File: config.mk
export PLATFORM = sky130hd
export DESIGN_NAME = vga_output_module_flat
export DESIGN_NICKNAME = d
export VERILOG_FILES = /design/src/rtl/vga_output_module_if.sv /design/src/rtl/vga_output_module.sv /design/src/flat_wrapper.sv
export SDC_FILE = /design/constraint.sdc
export NUM_CORES = 1
export LEC_CHECK = 0
export CORE_MARGIN = 4
export CORE_UTILIZATION = 45
export DETAILED_ROUTE_END_ITERATION = 7
export GPL_TIMING_DRIVEN = 0
export PLACE_DENSITY_LB_ADDON = 0.15
export SYNTH_ARGS = -nofsm -noshare
export SYNTH_HDL_FRONTEND = slang
export SYNTH_SLANG_ARGS = --single-unit
File: constraint.sdc
create_clock -name Clk -period 3.8 [get_ports Clk]
set_clock_uncertainty 0.1 [all_clocks]
set_input_delay 0.95 -clock Clk [delete_from_list [all_inputs] [get_ports Clk]]
set_output_delay 0.95 -clock Clk [all_outputs]
set_load 0.05 [all_outputs]
File: src/rtl/vga_output_module_if.sv
// Display-side signal bundle for the VGA output module: framebuffer pixel
// request/response plus the timed sync, blank and colour outputs.
interface vga_output_module_if;
    typedef struct packed {
        logic [9:0] x;
        logic [9:0] y;
    } screenXY;

    logic [2:0] color_in;
    screenXY    output_module_coords;
    logic       new_frame;
    logic       hsync;
    logic       vsync;
    logic       blank_n;
    logic [2:0] vga_rgb;

    modport master (
        input  color_in,
        output output_module_coords, new_frame, hsync, vsync, blank_n, vga_rgb
    );

    modport slave (
        output color_in,
        input  output_module_coords, new_frame, hsync, vsync, blank_n, vga_rgb
    );
endinterface

File: src/rtl/vga_output_module.sv
// VGA timing generator: half-rate pixel enable, h/v counters exposed as the
// framebuffer request, display outputs registered one pixel behind them.
module vga_output_module #(
    parameter int H_VIS  = 640,
    parameter int H_FP   = 16,
    parameter int H_SYNC = 96,
    parameter int H_BP   = 48,
    parameter int V_VIS  = 480,
    parameter int V_FP   = 10,
    parameter int V_SYNC = 2,
    parameter int V_BP   = 33
) (
    input logic                 Clk,
    input logic                 Reset_n,
    vga_output_module_if.master vga
);
    localparam int H_TOT = H_VIS + H_FP + H_SYNC + H_BP;
    localparam int V_TOT = V_VIS + V_FP + V_SYNC + V_BP;

    // Sums are done in 32-bit int and only then narrowed to counter width.
    localparam logic [9:0] H_LAST = 10'(H_TOT - 1);
    localparam logic [9:0] V_LAST = 10'(V_TOT - 1);
    localparam logic [9:0] H_VEND = 10'(H_VIS);
    localparam logic [9:0] V_VEND = 10'(V_VIS);
    localparam logic [9:0] HS_BEG = 10'(H_VIS + H_FP);
    localparam logic [9:0] HS_END = 10'(H_VIS + H_FP + H_SYNC);
    localparam logic [9:0] VS_BEG = 10'(V_VIS + V_FP);
    localparam logic [9:0] VS_END = 10'(V_VIS + V_FP + V_SYNC);

    logic       phase;
    logic       pix_en;
    logic [9:0] h_cnt;
    logic [9:0] v_cnt;
    logic       hs_raw;
    logic       vs_raw;
    logic       vis_raw;
    logic       nf_hit;

    // Phase is 0 out of reset, so the first pix_en lands on the second edge.
    assign pix_en = phase;

    always_ff @(posedge Clk or negedge Reset_n) begin
        if (!Reset_n) begin
            phase <= 1'b0;
            h_cnt <= '0;
            v_cnt <= '0;
        end else begin
            phase <= ~phase;
            if (pix_en) begin
                if (h_cnt == H_LAST) begin
                    h_cnt <= '0;
                    v_cnt <= (v_cnt == V_LAST) ? '0 : v_cnt + 10'd1;
                end else begin
                    h_cnt <= h_cnt + 10'd1;
                end
            end
        end
    end

    always_comb begin
        hs_raw  = !((h_cnt >= HS_BEG) && (h_cnt < HS_END));
        vs_raw  = !((v_cnt >= VS_BEG) && (v_cnt < VS_END));
        vis_raw = (h_cnt < H_VEND) && (v_cnt < V_VEND);
        // Counters sit at (0, VS_BEG) for two clocks; fire only on the off-phase one.
        nf_hit  = !pix_en && (h_cnt == '0) && (v_cnt == VS_BEG);
    end

    assign vga.output_module_coords.x = h_cnt;
    assign vga.output_module_coords.y = v_cnt;

    // Colour for the current coordinates has had one clock to settle by the
    // next pix_en, so it is captured together with that pixel's sync/blank.
    always_ff @(posedge Clk or negedge Reset_n) begin
        if (!Reset_n) begin
            vga.hsync     <= 1'b1;
            vga.vsync     <= 1'b1;
            vga.blank_n   <= 1'b0;
            vga.vga_rgb   <= 3'b000;
            vga.new_frame <= 1'b0;
        end else begin
            vga.new_frame <= nf_hit;
            if (pix_en) begin
                vga.hsync   <= hs_raw;
                vga.vsync   <= vs_raw;
                vga.blank_n <= vis_raw;
                vga.vga_rgb <= vis_raw ? vga.color_in : 3'b000;
            end
        end
    end
endmodule

File: src/flat_wrapper.sv
// flat-port wrapper written by rule: the top's interface ports become plain ports
module vga_output_module_flat 
#(
    parameter int H_VIS  = 640,
    parameter int H_FP   = 16,
    parameter int H_SYNC = 96,
    parameter int H_BP   = 48,
    parameter int V_VIS  = 480,
    parameter int V_FP   = 10,
    parameter int V_SYNC = 2,
    parameter int V_BP   = 33
)
  (Clk, Reset_n, vga_color_in, vga_output_module_coords, vga_new_frame, vga_hsync, vga_vsync, vga_blank_n, vga_vga_rgb);
  vga_output_module_if vga_i ();
  input logic Clk;
  input logic Reset_n;
  input wire logic [$bits(vga_i.color_in)-1:0] vga_color_in;
  output wire logic [$bits(vga_i.output_module_coords)-1:0] vga_output_module_coords;
  output wire logic [$bits(vga_i.new_frame)-1:0] vga_new_frame;
  output wire logic [$bits(vga_i.hsync)-1:0] vga_hsync;
  output wire logic [$bits(vga_i.vsync)-1:0] vga_vsync;
  output wire logic [$bits(vga_i.blank_n)-1:0] vga_blank_n;
  output wire logic [$bits(vga_i.vga_rgb)-1:0] vga_vga_rgb;
  assign vga_i.color_in = vga_color_in;
  assign vga_output_module_coords = vga_i.output_module_coords;
  assign vga_new_frame = vga_i.new_frame;
  assign vga_hsync = vga_i.hsync;
  assign vga_vsync = vga_i.vsync;
  assign vga_blank_n = vga_i.blank_n;
  assign vga_vga_rgb = vga_i.vga_rgb;
  vga_output_module #(.H_VIS(H_VIS), .H_FP(H_FP), .H_SYNC(H_SYNC), .H_BP(H_BP), .V_VIS(V_VIS), .V_FP(V_FP), .V_SYNC(V_SYNC), .V_BP(V_BP)) u_core (.Clk(Clk), .Reset_n(Reset_n), .vga(vga_i));
endmodule
## Word level (Yosys, flattened, before mapping)

Cells that the tools add are included.

- Bitwise gates (word level): 1
- Add/sub/neg operators: 2
- Multiplexer cells: 3
- Reductions and logical operators: 10
- Equal/unequal tests: 3
- Order comparisons: 6

Operators by type and width:

| kind | number |
|---|---|
| 10-bit by 1-bit adder with 10-bit output (second input constant) | 2 |
| 10-bit equality test (second input constant) | 2 |
| 10-bit less-than comparator (second input constant) | 2 |
| 10-bit by 9-bit less-than comparator with 1-bit output (second input constant) | 2 |
| 10-bit 2-to-1 mux | 2 |
| 10-bit by 9-bit equality test with 1-bit output (second input constant) | 1 |
| 10-bit >= comparator (second input constant) | 1 |
| 10-bit by 9-bit >= comparator with 1-bit output (second input constant) | 1 |
| 10-bit zero test | 1 |
| 1-bit logical AND | 5 |
| 1-bit zero test | 3 |
| 3-bit 2-to-1 mux | 1 |
| 2-bit AND reduction | 1 |
| 1-bit inverter | 1 |

- Output and inout port bits: 27
- Flip-flop bits (word level): 28
- Input port bits: 5

## Depth between registers and ports, before layout

- Depth after elaboration: 3
- Gate-level depth with buffers: 6
- Depth with buffers taken out: 6

## Worst setup path after synthesis

No wires, ideal clock.

- Path kind: reg-to-reg
- Start point: reg u_core.h_cnt[0]
- End point: reg u_core.v_cnt[4]
- Stages on the path, launching flop included: 6
- Period minus slack after synthesis: 2051 ps
- Setup time: 125 ps
- Data arrival time: 1826 ps
- Required time: 3575 ps
- Setup slack: 1749 ps
- Path through: dfrtp_1 > ha_1 > nand4_4 > nor4_4 > nand2_1 > mux2_4

- Longest elaborated chain between the ends: 2

Ends and longest elaborated chain:

| item | RTL line | source |
|---|---|---|
| start, declared | vga_output_module.sv:32 | `logic [9:0] h_cnt;` |
| start signal, assigned | vga_output_module.sv:54 | `h_cnt <= h_cnt + 10'd1;` |
| 10-bit equality test | vga_output_module.sv:50 | `if (h_cnt == H_LAST) begin` |
| 2-bit AND reduction (no line) | n/a |  |
| end signal, assigned | vga_output_module.sv:52 | `v_cnt <= (v_cnt == V_LAST) ? '0 : v_cnt + 10'd1;` |
| end, declared | vga_output_module.sv:33 | `logic [9:0] v_cnt;` |

No other way between the ends.
A chain may end at the register's enable or synchronous reset.

## Worst setup path after layout

- Start point: reg u_core.h_cnt[9]
- End point: out vga_output_module_coords[19]

RTL lines:

| item | RTL line | source |
|---|---|---|
| end, declared | flat_wrapper.sv:18 | `output wire logic [$bits(vga_i.output_module_coords)-1:0] vga_output_module_coords;` |

No word-level cell between the ends.

==> impl_results.md <==
- Result of the run: completed
- Antenna violations before repair: 0
- Cell type with the largest total area after synthesis: sky130_fd_sc_hd__dfrtp_1
- Number of warning messages in the yosys log: 0
- Portion of netlist area occupied by mux cells: 0.01829
- Post-route DRC: 0
- Number of buffers created by CTS: 3
- Critical-path cell with the highest stage delay: sky130_fd_sc_hd__clkdlybuf4s50_1
- Total power per unit cell area: 279.4 nW/um^2
- Post-CTS setup buffer count: 0
- Largest net degree at the start of global routing: 29
- Most common cell after layout, fill and taps aside: sky130_fd_sc_hd__clkdlybuf4s50_1
- CTS sink count: 28
- Buf/Inv on CP: 1
- GRT Residual Overflow: 0
- DP Worst Slack: 1.240 ns
- Synthesized Nets: 140
- Antenna diode instance count: 0
- Headroom to the max-slew limit: 0.5897
- Accumulated negative setup slack: 0 ns
- Leak Pwr: 0.7790 nW
- Flip-flop and latch area: 703.2 sq um
- Count of instances resized after the clock tree is built: 0
- Number of violations reported at the end of detailed-routing iteration 0: 55
- Worst-case clock buffer depth: 2
- Number of levels the H-tree was split into: 1
- Die area: 4160 sq um
- Worst Max-Slew Pin Slew: 0.6108 ns
- Average wire per cell in the routed design: 15.18 microns
- Cells after synthesis: 131
- Synthesis-to-finish area growth: 28.75%
- Min Hold Slack: 0.4004 ns
- Top library cells by usage in the layout, fill and taps aside: sky130_fd_sc_hd__clkdlybuf4s50_1 (30), sky130_fd_sc_hd__dfrtp_1 (26), sky130_fd_sc_hd__nand2_1 (13)
- Portion of synthesized cell area occupied by the leading cell type: 0.4530
- Gpl congestion: 0.8504
- Footprint of the multi-input gates: 691.9 sq um
- Number of max-slew violations in the final report: 0
- Per-cell via count in the routed design: 5.500
- Max stage delay on crit path: 0.87 ns
- Placeable core area: 3053 sq um
- Total standard cell area after synthesis: 1436 sq um
- Number of maximum-capacitance constraint violations: 0
- Clock edge transition at the registers on the reported setup and hold paths: 0.16 ns
- Parity-gate share of the synthesized area counting xor and xnor cells: 0.06098
- Overall routed net length: 3.187 mm
- Number of enable flip-flop cells after synthesis: 0
- Primary FF master, synth: sky130_fd_sc_hd__dfrtp_1
- Final number of hold-violating endpoints: 0
- Adder-cell share of the synthesized area: 0.03484
- Most area-consuming cells after synthesis: sky130_fd_sc_hd__dfrtp_1 (45%), sky130_fd_sc_hd__xnor2_1 (4.3%), sky130_fd_sc_hd__dfstp_2 (3.7%)
- Share of synthesized area occupied by flip-flops and latches: 0.4895
- Vias in the first global route: 1163
- Die X-Extent: 64.50 microns
- Data required time of the critical path: 2.75 ns
- IO Pins: 32
- Detailed placer's ending HPWL: 2.335 mm
- All-layer global routing usage: 0.1675
- Yosys reg bits: 28
- Cell family with the largest share of critical-path delay: buffers and inverters
- Classification of the worst-slack hold path: reg2reg
- Clock insertion delay at the later pin of the skew report: 0.33 ns
- Total Nets Final: 176
- Period Utilization, post-route: 0.7396
- First-pass detailed-route iteration total: 4
- Clock tree root buffer cell: sky130_fd_sc_hd__clkbuf_4
- Main combinational cell family by area after synthesis: simple AND/OR/NAND/NOR gates
- Final setup viols: 0
- Peak supply drop: 0.0001924 V
- Maximum fanout count along the critical path: 8
- Hold buffer count at cts: 0
- Final critical path time including I/O delays and setup: 2.810 ns
- Number of core rows: 20
- Fraction of registers with async set/reset: 1.000
- Vert. Die Dim: 64.50 microns
- Unrepaired setup endpoints after global routing: false
- Initial core utilization: 0.4705
- Via count: 1155
- Post-DRT Antenna Nets: 0
- Worst Slack Setup Final: 0.9895 ns
- Critical Path End Type: output port
- Arrival time of the worst setup path: 1.76 ns
- Clock tree from TritonCTS: yes
- Number of library cell types mapped by synthesis: 41
- Area fraction in and, or, nand and nor cells after synthesis: 0.2744
- Number of fill cells in the layout: 273
- Wire length of the first global-routing pass: 5.492 mm
- Post-synthesis compound-gate area fraction: 0.09321
- Number of buffer cells added on primary ports: 31
- Cell chain of the critical path: clkdlybuf4s50_1
- Worst Setup Path Type: reg2out
- Sort of element at the start of the critical path: flip-flop
- Fmax achieved: 355.8 MHz
- Share of layout cells above drive strength 1: 0.1145
- Post-synthesis average cell area: 10.96 sq um
## registers in the layout, indices dropped and copies added (netlist names)
name / cells
u_core.vga.new_frame: 1
u_core.h_cnt: 10
u_core.vga.vga_rgb: 3
u_core.vga.vsync: 1
u_core.vga.blank_n: 1
u_core.v_cnt: 10
u_core.vga.hsync: 1
u_core.phase: 1
## Yosys cell counts (3+ instances only)
master,count
sky130_fd_sc_hd__and4_1,4
sky130_fd_sc_hd__nand2_1,13
sky130_fd_sc_hd__nand4_1,3
sky130_fd_sc_hd__a22o_1,4
sky130_fd_sc_hd__nor3_1,5
sky130_fd_sc_hd__ha_1,4
sky130_fd_sc_hd__xor2_1,3
sky130_fd_sc_hd__o21ai_0,5
sky130_fd_sc_hd__dfrtp_1,26
sky130_fd_sc_hd__nand3_1,8
sky130_fd_sc_hd__a21oi_1,3
sky130_fd_sc_hd__inv_1,6
sky130_fd_sc_hd__xnor2_1,7
sky130_fd_sc_hd__nor2_1,10
## cell families after synthesis
group                      after synthesis
xor gates and xnor gates                10
muxes                                    2
and+or+nand+nor                         59
buffers and inverters                    9
DFF                                     28
AOI/OAI and AO/OA                       19
adders and majority gates                4
## routing by layer
metal  global-route usage  part of all wire  vias to the layer above
met5                    0                 0                        -
met3              0.03466             0.050                        4
met4              0.05277             0.011                        0
met1               0.2306              0.46                      574
li1                     -                 -                      549
met2               0.2655              0.48                       28
## through the flow
stage               std cells  total power, mW  instance area (sq um)    util
global route              210           0.5399                   1849  0.6057
global placement          206           0.3267                   1802  0.5902
detailed placement        206           0.3272                   1802  0.5902
CTS                       210           0.5193                   1854  0.6074
floorplan                 131           0.3134                   1436       -
finish                    210           0.5166                   1849  0.6057
## final timing paths
kind / from / to / slack, ns / cells past startpoint
min reg2reg: u_core.vga.blank_n / u_core.vga.blank_n / 0.40 / 1
max in group asynchronous: Reset_n / u_core.h_cnt[3] / 2.70 / 1
max: u_core.h_cnt[9] / vga_output_module_coords[19] / 0.99 / 1
min in group asynchronous: Reset_n / u_core.h_cnt[0] / 0.50 / 1
max reg2reg: u_core.h_cnt[0] / u_core.v_cnt[9] / 1.85 / 5
min: u_core.vga.blank_n / u_core.vga.blank_n / 0.40 / 1
## area by class of cell
type | instances | share of cell area
Tap cell | 44 | 0.02977
Clock inverter | 1 | 0.01624
Clock buffer | 3 | 0.01218
Buffer | 3 | 0.01015
Multi-Input combinational cell | 94 | 0.3742
Timing Repair Buffer | 31 | 0.1651
Inverter | 6 | 0.01218
Sequential cell | 28 | 0.3802
## power breakdown
group | internal, mW | leakage (nW) | switching, mW
sequential | 0.300 | 0.358 | 0.000944
combinational | 0.00682 | 0.393 | 0.0129
clock | 0.107 | 0.0279 | 0.0894
Note: power is estimated with default switching activity, not from simulation.
